[src/rtl/spike_argmax_seq_if.sv]
// Handshake bundle for spike_argmax_seq: spike-count vector in, argmax result out.
// ARGMAX_MARGIN_EN adds the margin_o field.
interface spike_argmax_seq_if #(
  parameter int unsigned NUM_CLASSES = 10,
  parameter int unsigned COUNT_W     = 8
);
  localparam int unsigned IDX_W = (NUM_CLASSES > 1) ? $clog2(NUM_CLASSES) : 1;

  logic                           in_valid_i;
  logic                           in_ready_o;
  logic [NUM_CLASSES*COUNT_W-1:0] counts_i;
  logic                           out_valid_o;
  logic                           out_ready_i;
  logic [IDX_W-1:0]               class_o;
  logic [COUNT_W-1:0]             max_count_o;
  logic                           tie_o;
  logic                           none_o;
  logic                           busy_o;
`ifdef ARGMAX_MARGIN_EN
  logic [COUNT_W-1:0]             margin_o;

  modport slave (
    input  in_valid_i, counts_i, out_ready_i,
    output in_ready_o, out_valid_o, class_o, max_count_o, tie_o, none_o, busy_o, margin_o
  );
  modport master (
    output in_valid_i, counts_i, out_ready_i,
    input  in_ready_o, out_valid_o, class_o, max_count_o, tie_o, none_o, busy_o, margin_o
  );
`else
  modport slave (
    input  in_valid_i, counts_i, out_ready_i,
    output in_ready_o, out_valid_o, class_o, max_count_o, tie_o, none_o, busy_o
  );
  modport master (
    output in_valid_i, counts_i, out_ready_i,
    input  in_ready_o, out_valid_o, class_o, max_count_o, tie_o, none_o, busy_o
  );
`endif
endinterface

[src/rtl/spike_argmax_seq.sv]
// Sequential argmax over NUM_CLASSES spike counts, one compare per cycle.
// Optional ARGMAX_MARGIN_EN adds a runner-up tracker and the winner-minus-runner-up margin.
module spike_argmax_seq #(
  parameter int unsigned NUM_CLASSES = 10,
  parameter int unsigned COUNT_W     = 8,
  parameter int unsigned MIN_COUNT   = 1
) (
  input  logic               clk_i,
  input  logic               rst_i,
  spike_argmax_seq_if.slave  bus
);
  localparam int unsigned IDX_W = (NUM_CLASSES > 1) ? $clog2(NUM_CLASSES) : 1;
  localparam int unsigned VEC_W = NUM_CLASSES * COUNT_W;

  typedef enum logic [1:0] {IDLE, SCAN, DONE} state_t;

  state_t             state_q;
  logic [VEC_W-1:0]   counts_q;
  logic [IDX_W-1:0]   idx_q;
  logic [COUNT_W-1:0] max_q;
  logic [IDX_W-1:0]   class_q;
  logic               tie_q;
  logic               none_q;
  logic               out_valid_q;
  logic               in_ready_q;
  logic               busy_q;

  logic [COUNT_W-1:0] cur_c;
  logic [COUNT_W-1:0] first_c;
  logic [COUNT_W-1:0] nxt_max;
  logic [IDX_W-1:0]   nxt_class;
  logic               nxt_tie;
  logic               gt;
  logic               scan_last;
  logic               accept_in;
  logic               accept_out;

`ifdef ARGMAX_MARGIN_EN
  logic [COUNT_W-1:0] second_q;
  logic [COUNT_W-1:0] margin_q;
  logic [COUNT_W-1:0] nxt_second;
`endif

  function automatic logic below_min(input logic [COUNT_W-1:0] x);
    return (MIN_COUNT != 0) && (32'(x) < MIN_COUNT);
  endfunction

  // Strict greater-than keeps the lowest index on ties.
  always_comb begin
    cur_c      = counts_q[int'(idx_q)*COUNT_W +: COUNT_W];
    first_c    = bus.counts_i[COUNT_W-1:0];
    gt         = cur_c > max_q;
    nxt_max    = gt ? cur_c : max_q;
    nxt_class  = gt ? idx_q : class_q;
    nxt_tie    = gt ? 1'b0 : ((cur_c == max_q) ? 1'b1 : tie_q);
    scan_last  = (idx_q == IDX_W'(NUM_CLASSES - 1));
    accept_in  = bus.in_valid_i && in_ready_q;
    accept_out = out_valid_q && bus.out_ready_i;
`ifdef ARGMAX_MARGIN_EN
    nxt_second = gt ? max_q : ((cur_c > second_q) ? cur_c : second_q);
`endif
  end

  always_ff @(posedge clk_i or posedge rst_i) begin
    if (rst_i) begin
      state_q     <= IDLE;
      counts_q    <= '0;
      idx_q       <= '0;
      max_q       <= '0;
      class_q     <= '0;
      tie_q       <= 1'b0;
      none_q      <= 1'b0;
      out_valid_q <= 1'b0;
      in_ready_q  <= 1'b0;
      busy_q      <= 1'b0;
`ifdef ARGMAX_MARGIN_EN
      second_q    <= '0;
      margin_q    <= '0;
`endif
    end else begin
      case (state_q)
        IDLE: begin
          if (accept_in) begin
            counts_q   <= bus.counts_i;
            max_q      <= first_c;
            class_q    <= '0;
            tie_q      <= 1'b0;
            idx_q      <= IDX_W'(1);
            in_ready_q <= 1'b0;
            busy_q     <= 1'b1;
`ifdef ARGMAX_MARGIN_EN
            second_q   <= '0;
`endif
            // A single class has nothing to scan: the capture is the result.
            if (NUM_CLASSES == 1) begin
              state_q     <= DONE;
              out_valid_q <= 1'b1;
              none_q      <= below_min(first_c);
`ifdef ARGMAX_MARGIN_EN
              margin_q    <= first_c;
`endif
            end else begin
              state_q <= SCAN;
            end
          end else begin
            in_ready_q <= 1'b1;
          end
        end
        SCAN: begin
          max_q   <= nxt_max;
          class_q <= nxt_class;
          tie_q   <= nxt_tie;
          idx_q   <= idx_q + IDX_W'(1);
`ifdef ARGMAX_MARGIN_EN
          second_q <= nxt_second;
`endif
          if (scan_last) begin
            state_q     <= DONE;
            out_valid_q <= 1'b1;
            none_q      <= below_min(nxt_max);
`ifdef ARGMAX_MARGIN_EN
            margin_q    <= nxt_tie ? '0 : (nxt_max - nxt_second);
`endif
          end
        end
        DONE: begin
          if (accept_out) begin
            state_q     <= IDLE;
            out_valid_q <= 1'b0;
            in_ready_q  <= 1'b1;
            busy_q      <= 1'b0;
          end
        end
        default: state_q <= IDLE;
      endcase
    end
  end

  assign bus.in_ready_o  = in_ready_q;
  assign bus.out_valid_o = out_valid_q;
  assign bus.class_o     = class_q;
  assign bus.max_count_o = max_q;
  assign bus.tie_o       = tie_q;
  assign bus.none_o      = none_q;
  assign bus.busy_o      = busy_q;
`ifdef ARGMAX_MARGIN_EN
  assign bus.margin_o    = margin_q;
`endif
endmodule

[src/flat_wrapper.sv]
// flat-port wrapper written by rule: the top's interface ports become plain ports
module spike_argmax_seq_flat 
#(
  parameter int unsigned NUM_CLASSES = 10,
  parameter int unsigned COUNT_W     = 8,
  parameter int unsigned MIN_COUNT   = 1
)
  (clk_i, rst_i, bus_in_valid_i, bus_counts_i, bus_out_ready_i, bus_in_ready_o, bus_out_valid_o, bus_class_o, bus_max_count_o, bus_tie_o, bus_none_o, bus_busy_o);
  spike_argmax_seq_if #(.NUM_CLASSES(NUM_CLASSES), .COUNT_W(COUNT_W)) bus_i ();
  input  logic clk_i;
  input  logic rst_i;
  input wire logic [$bits(bus_i.in_valid_i)-1:0] bus_in_valid_i;
  input wire logic [$bits(bus_i.counts_i)-1:0] bus_counts_i;
  input wire logic [$bits(bus_i.out_ready_i)-1:0] bus_out_ready_i;
  output wire logic [$bits(bus_i.in_ready_o)-1:0] bus_in_ready_o;
  output wire logic [$bits(bus_i.out_valid_o)-1:0] bus_out_valid_o;
  output wire logic [$bits(bus_i.class_o)-1:0] bus_class_o;
  output wire logic [$bits(bus_i.max_count_o)-1:0] bus_max_count_o;
  output wire logic [$bits(bus_i.tie_o)-1:0] bus_tie_o;
  output wire logic [$bits(bus_i.none_o)-1:0] bus_none_o;
  output wire logic [$bits(bus_i.busy_o)-1:0] bus_busy_o;
  assign bus_i.in_valid_i = bus_in_valid_i;
  assign bus_i.counts_i = bus_counts_i;
  assign bus_i.out_ready_i = bus_out_ready_i;
  assign bus_in_ready_o = bus_i.in_ready_o;
  assign bus_out_valid_o = bus_i.out_valid_o;
  assign bus_class_o = bus_i.class_o;
  assign bus_max_count_o = bus_i.max_count_o;
  assign bus_tie_o = bus_i.tie_o;
  assign bus_none_o = bus_i.none_o;
  assign bus_busy_o = bus_i.busy_o;
  spike_argmax_seq #(.NUM_CLASSES(NUM_CLASSES), .COUNT_W(COUNT_W), .MIN_COUNT(MIN_COUNT)) u_core (.clk_i(clk_i), .rst_i(rst_i), .bus(bus_i));
endmodule
[config.mk]
export PLATFORM = sky130hd
export DESIGN_NAME = spike_argmax_seq_flat
export DESIGN_NICKNAME = d
export VERILOG_FILES = /design/src/rtl/spike_argmax_seq_if.sv /design/src/rtl/spike_argmax_seq.sv /design/src/flat_wrapper.sv
export SDC_FILE = /design/constraint.sdc
export NUM_CORES = 1
export LEC_CHECK = 0
export ABC_AREA = 0
export ABC_CLOCK_PERIOD_IN_PS = 3700
export CAP_MARGIN = 15
export CORE_MARGIN = 1
export CORE_UTILIZATION = 51
export DETAILED_ROUTE_END_ITERATION = 6
export PLACE_DENSITY = 0.87
export SLEW_MARGIN = 25
export SYNTH_ARGS = -nofsm -noshare
export SYNTH_HDL_FRONTEND = slang
export SYNTH_SLANG_ARGS = --single-unit
[constraint.sdc]
create_clock -name clk_i -period 3.7 [get_ports clk_i]
set_input_delay 0.74 -clock clk_i [delete_from_list [all_inputs] [get_ports clk_i]]
set_output_delay 0.74 -clock clk_i [all_outputs]
set_load 0.005 [all_outputs]
==> impl_metrics.tcl, run 1 <==
set metrics [dict create \
    worst_slack_ns 0.285 \
    io_pins 101 \
    initial_core_util 0.529 \
    grt_pass1_wl_um 18700 \
    avgSynthCellArea_um2 9.34 \
    grt_most_used_layer "met2" \
    dp.cells 730 \
    syn-cell-area_mm2 0.00488 \
    ys_types 44 \
    preCtsSetupSlack_ns 0.379 \
    cts_htree_levels 3 \
    syn2layout_area_growth_pct 25.5 \
    die_h_um 99.9 \
    synthCells 523 \
    clock-sinks 103 \
    postCtsHoldBufs 0 \
    clock_path_buffers 2 \
    clock.fmax_mhz 293 \
    cp-end-kind "register" \
    cts_buffers 9 \
    drt-initial-drc-count 224 \
    cts_tree "done" \
    final_nets 706 \
    antenna_found_initial 0 \
    syn_nets 617 \
    min_path_type "register to register" \
    gp_congestion 0.911 \
    antenna_left 0 \
    critical_path_class "register to register" \
    dieArea_mm2 0.00997 \
    synth_flop_cell "dfrtp_1" \
    worstPathCellList "mux4_2 -> a22oi_1 -> o21ai_1 -> ha_1 -> nor2b_1 -> o211ai_1 -> a21o_1 -> a311oi_1 -> or2_2 -> o221ai_1" \
    max_cap_violations 0 \
    use_met1 0.320 \
    root_buffer "clkbuf_8" \
    wire_per_inst_um 15.3 \
    grt_max_degree 88 \
    gr-usage-met3 0.0362 \
    post_cts_buffers 0 \
    finClkSkew_ns 0.0118 \
    crit_arrival_ns 3.65 \
    hold_depth 2 \
    die_w_um 99.9 \
    tns_ns 0 \
    peakVddDrop_uv 369 \
    hold_viol_final 0 \
    p_per_area_mw_per_mm2 857 \
    ys_async_sr_fraction 1.00 \
    row_count 35 \
    core_mm2 0.00924 \
    grtUsageTotal 0.243 \
    cpMaxStageDelayCell "dfrtp_1" \
    drive_above_1_share 0.0810 \
    outcome "finished clean" \
    critPathLaunchType "register" \
    pwr-share-comb 0.478 \
    port_buffers 100 \
    tightest_slew_ns 0.901 \
    final_cells 746 \
    yosys.area.top_type_share 0.528 \
    grt_pass1_vias 3950 \
    synthTopCellsByArea "dfrtp_1, nand2_1, mux4_2" \
    p_int_mw 3.09 \
    dp_hpwl_um 8560 \
    rsz0062_at_grt "false" \
    dr.pass1.iters 5 \
    fin_crit_ns 3.42 \
    routed_wl_um 11400 \
    worstPathMaxFanout 22 \
    diodes 0 \
    yosysWarnings 0 \
    rrSetupSlack_ns 0.28 \
    grt_overflow 0 \
    ff2ff_path_depth 10 \
    pwr-share-seq 0.401 \
    ys_ff_latch 103 \
    p_clk_frac 0.121 \
    worst_path_largest_cell_delay_ns 0.94 \
    fin_crit_sh 0.923 \
    drv_slew 0 \
    num_vias 3986 \
    worstSkewPairLatency_ns 0.37 \
    power_mw 5.25 \
    cts_resized 0 \
    vias_per_cell 5.34 \
    grtUsageMet2 0.407 \
    p_sw_frac 0.413 \
    synth_area_leader_cell "dfrtp_1" \
    p_leak_nw 3.00 \
    drc 0 \
    slew_headroom 0.399 \
    yosysSeqAreaShare 0.528 \
    cp_data_required_time_ns 3.93 \
    clk_pin_slew_ns 0.09 \
    p_sw_mw 2.17 \
    setup_viol_count_final 0 \
    synth_edf_count 0 \
]
-- synthesized netlist by cell type, types with 3 or more instances --
master	number
o21ai_0	8
buf_6	3
clkbuf_1	20
ha_1	10
a21oi_1	9
buf_1	3
mux2_2	3
nor2_1	8
a2bb2oi_1	3
mux4_2	12
and2_1	4
o221ai_1	4
dfrtp_1	103
a31oi_1	4
nor2b_1	6
a21o_1	4
a22oi_1	3
nand3_1	4
inv_1	15
nand2_1	246
o21ai_1	5
a22oi_2	4
mux2i_1	13
nand4_1	3
-- sequential cells by signal (all words and copies together), names as in the netlist --
signal and count:
u_core.bus.busy_o 1, u_core.idx_q 4, u_core.counts_q 80, u_core.bus.class_o 4, u_core.state_q 2, u_core.bus.in_ready_o 1, u_core.bus.none_o 1, u_core.bus.out_valid_o 1
u_core.bus.max_count_o 8, u_core.bus.tie_o 1
-- logic make-up (layout without fill, tap and decap cells) --
family | after synthesis | count (layout) | synth area share
AND/OR/NAND/NOR | 285 | 285 | 0.235
flip-flops | 103 | 103 | 0.528
AO/OA/AOI/OAI | 51 | 51 | 0.0730
buffers and inverters | 44 | 138 | 0.0423
multiplexers | 29 | 29 | 0.0943
adder cells (fa/ha/maj) | 10 | 10 | 0.0256
XOR/XNOR | 1 | 1 | 0.00179
-- cell usage in the layout, fill, tap and decap left out, types with 3 or more instances in the layout --
master	synthesis	final
dfrtp_1	103	102
and2_1	4	4
a31oi_1	4	4
clkbuf_8	0	9
inv_6	0	3
clkdlybuf4s50_1	0	100
a2bb2oi_1	3	3
ha_1	10	10
a22oi_1	3	3
a21o_1	4	4
o21ai_0	8	8
o21ai_1	5	5
nor2_1	8	8
a21oi_1	9	9
o221ai_1	4	4
buf_4	0	7
mux2_2	3	3
nor2b_1	6	6
nand4_1	3	3
a22oi_2	4	4
mux4_2	12	12
nand2_1	246	246
inv_1	15	14
nand3_1	4	3
mux2i_1	13	13
-- through the flow --
step	utilization	hold WS [ns]	cell area, um^2
6_report	0.664	0.478	6130
5_1_grt	0.664	0.508	6130
4_1_cts	0.664	0.482	6130
3_5_place_dp	0.645	0.458	5960
3_3_place_gp	0.645	0.454	5960
2_1_floorplan	-	0.437	4880
-- metal layers --
layer  routed length [um]  share of wire
met5                    0              0
met4                  250          0.022
met3                  660          0.058
met2                 5690           0.50
met1                 4840           0.42
-- worst paths after layout --
kind | to | from
worst max-delay path | u_core.bus.max_count_o[4] | u_core.idx_q[1]
worst min-delay path | u_core.counts_q[16] | u_core.counts_q[16]
worst max register to register | u_core.bus.max_count_o[4] | u_core.idx_q[1]
worst min register to register | u_core.counts_q[16] | u_core.counts_q[16]
max in group asynchronous | u_core.idx_q[0] | rst_i
min in group asynchronous | u_core.bus.max_count_o[7] | rst_i
-- final cells by class --
type	count	area, um^2
clock inverter	6	43.8
timing repair buffer	107	1050
multi-input combinational	376	2110
fill	750	3110
clock buffer	10	128
sequential	103	2580
tap	129	161
inverter	15	58.8
-- critical path: cells and delay by family, from the launching register on --
family          cells  cell delay (ns)
compound gates      6             1.17
fa+ha+maj           1             0.34
flops               1             0.94
mux                 1             0.41
simple gates        2             0.42
-- power groups by stage --
stage / Clock (mW) / Combinational, mW / Sequential, mW
2_1_floorplan: 0 / 1.94 / 1.89
3_3_place_gp: 0 / 2.38 / 2.09
3_5_place_dp: 0 / 2.48 / 2.12
4_1_cts: 0.649 / 2.50 / 2.11
5_1_grt: 0.694 / 2.78 / 2.18
6_report: 0.633 / 2.51 / 2.11
Power figures use the tool's default switching activity.
==> run 2, diff against run 1 <==
CORE_ASPECT_RATIO = 2   (was default)
==> impl_metrics.tcl, run 2 (synthesis results as in run 1) <==
set metrics [dict create \
    outcome "complete, but fails checks" \
    violations "DRC" \
    clock_path_buffers 2 \
    final_common_cell "nand2_1" \
    fill_cells 721 \
    setup_viol_count_final 0 \
    r2r-end "u_core.bus.max_count_o[5]" \
    clock-sinks 103 \
    power_mw 5.64 \
    rrSetupSlack_ns 0.34 \
    worstSkewPairLatency_ns 0.35 \
    syn2layout_area_growth_pct 27.8 \
    pwr-share-seq 0.375 \
    gp_congestion 0.906 \
    timing.hold.ws_ns 0.475 \
    ff2ff_path_depth 10 \
    dieArea_mm2 0.0100 \
    root_buffer "clkbuf_16" \
    num_vias 3998 \
    fin_crit_sh 0.907 \
    post_cts_buffers 0 \
    antenna_found_initial 0 \
    worstPathMaxFanout 22 \
    grt_max_degree 88 \
    fin_crit_ns 3.36 \
    drc 4 \
    wire_per_inst_um 17.2 \
    drive_above_1_share 0.0825 \
    clock.fmax_mhz 298 \
    p_clk_frac 0.168 \
    row_count 50 \
    largest_register_ffs 80 \
    p_leak_nw 3.07 \
    initial_core_util 0.524 \
    hp-start "u_core.counts_q[23]" \
    postLayoutCellArea_mm2 0.00624 \
    cp_data_required_time_ns 3.95 \
    place_area_mm2 0.00595 \
    cts_resized 0 \
    tns_ns 0 \
    layout_common_cells "nand2_1, dfrtp_1, clkdlybuf4s50_1" \
    antenna_left 0 \
    dr.pass1.iters 7 \
    cts_buffers 9 \
    worst_slack_ns 0.342 \
    min_path_type "register to register" \
    die_w_um 71.2 \
    wl_met3_um 333 \
    dp.cells 706 \
    grt_pass1_wl_um 20200 \
    hold_depth 2 \
    peakVddDrop_uv 464 \
    pwr-share-comb 0.457 \
    diodes 0 \
    cts_tree "done" \
    largest_register "u_core.counts_q" \
    post-route-util 0.670 \
    tightest_slew_ns 0.875 \
    max_cap_violations 0 \
    p_sw_frac 0.401 \
    slew_headroom 0.417 \
    cp-end-kind "register" \
    core_mm2 0.00932 \
    m1WireLength_um 4290 \
    dp_hpwl_um 9480 \
    p_per_area_mw_per_mm2 903 \
    die_h_um 140 \
    crit_arrival_ns 3.61 \
    postCtsHoldBufs 0 \
    finClkSkew_ns 0.00859 \
    drt-initial-drc-count 252 \
    port_buffers 100 \
    grt_overflow 0 \
    preCtsSetupSlack_ns 0.360 \
    critical_path_class "register to register" \
    routed_wl_um 12400 \
    final_cells 722 \
    p_sw_mw 2.26 \
    clk_pin_slew_ns 0.07 \
    p_int_mw 3.38 \
    final_nets 707 \
    rsz0062_at_grt "false" \
    grtUsageTotal 0.271 \
    hold_viol_final 0 \
    route.top_layer_used "met4" \
    hold-path-endpoint "u_core.counts_q[23]" \
    vias_per_cell 5.54 \
    rr_startpoint "u_core.idx_q[1]" \
    grt_pass1_vias 4174 \
    io_pins 101 \
    drv_slew 0 \
    cts_htree_levels 3 \
    critPathLaunch "u_core.idx_q[1]" \
    critPathLaunchType "register" \
    wl_met2_um 6980 \
]
[run 2: cell count changes in the layout (fill, tap and decap cells not counted)]
cell / delta
clkbuf_8: -9
inv_8: +1
clkbuf_16: +9
buf_12: +1
bufinv_16: +1
inv_6: -2
[run 2: final cells by class]
cell class / instances / area (um^2) / area share
clock buffer: 10 / 229 / 0.0367
clock inverter: 6 / 67.6 / 0.0108
inverter: 15 / 58.8 / 0.00942
multi-input combinational: 376 / 2110 / 0.337
sequential: 103 / 2580 / 0.413
tap: 104 / 130 / 0.0208
timing repair buffer: 108 / 1070 / 0.172
[run 2: worst max-delay path by stage]
stage / end
after floorplan: u_core.bus.busy_o
after global placement: u_core.bus.max_count_o[5]
after detailed placement: u_core.bus.max_count_o[5]
after CTS: u_core.bus.max_count_o[5]
after global routing: u_core.bus.max_count_o[5]
final: u_core.bus.max_count_o[5]
[run 2: power by group through the flow]
stage               Sequential (mW)  Combinational, mW  Clock, mW
finish                         2.11               2.58      0.948
global route                   2.17               2.89      0.998
CTS                            2.11               2.58      0.959
detailed placement             2.13               2.56          0
global placement               2.10               2.49          0
floorplan                      1.89               1.94          0
[run 2: critical path, cell delays in order (launching register included)]
cell and delay [ns]:
dfrtp_1 0.91, mux4_2 0.44, a2bb2oi_1 0.16, a22oi_2 0.26
inv_1 0.07, ha_1 0.28, nor2b_1 0.13, o21ai_0 0.24
a311oi_1 0.16, or2_2 0.39, o221ai_1 0.21
[run 2: layer usage]
| layer | vias to the layer above | track usage |
|---|---|---|
| met4 | 0 | 0.185 |
| met5 | - | 0 |
| met1 | 1942 | 0.289 |
| met2 | 111 | 0.486 |
| met3 | 48 | 0.0324 |
| li1 | 1897 | - |
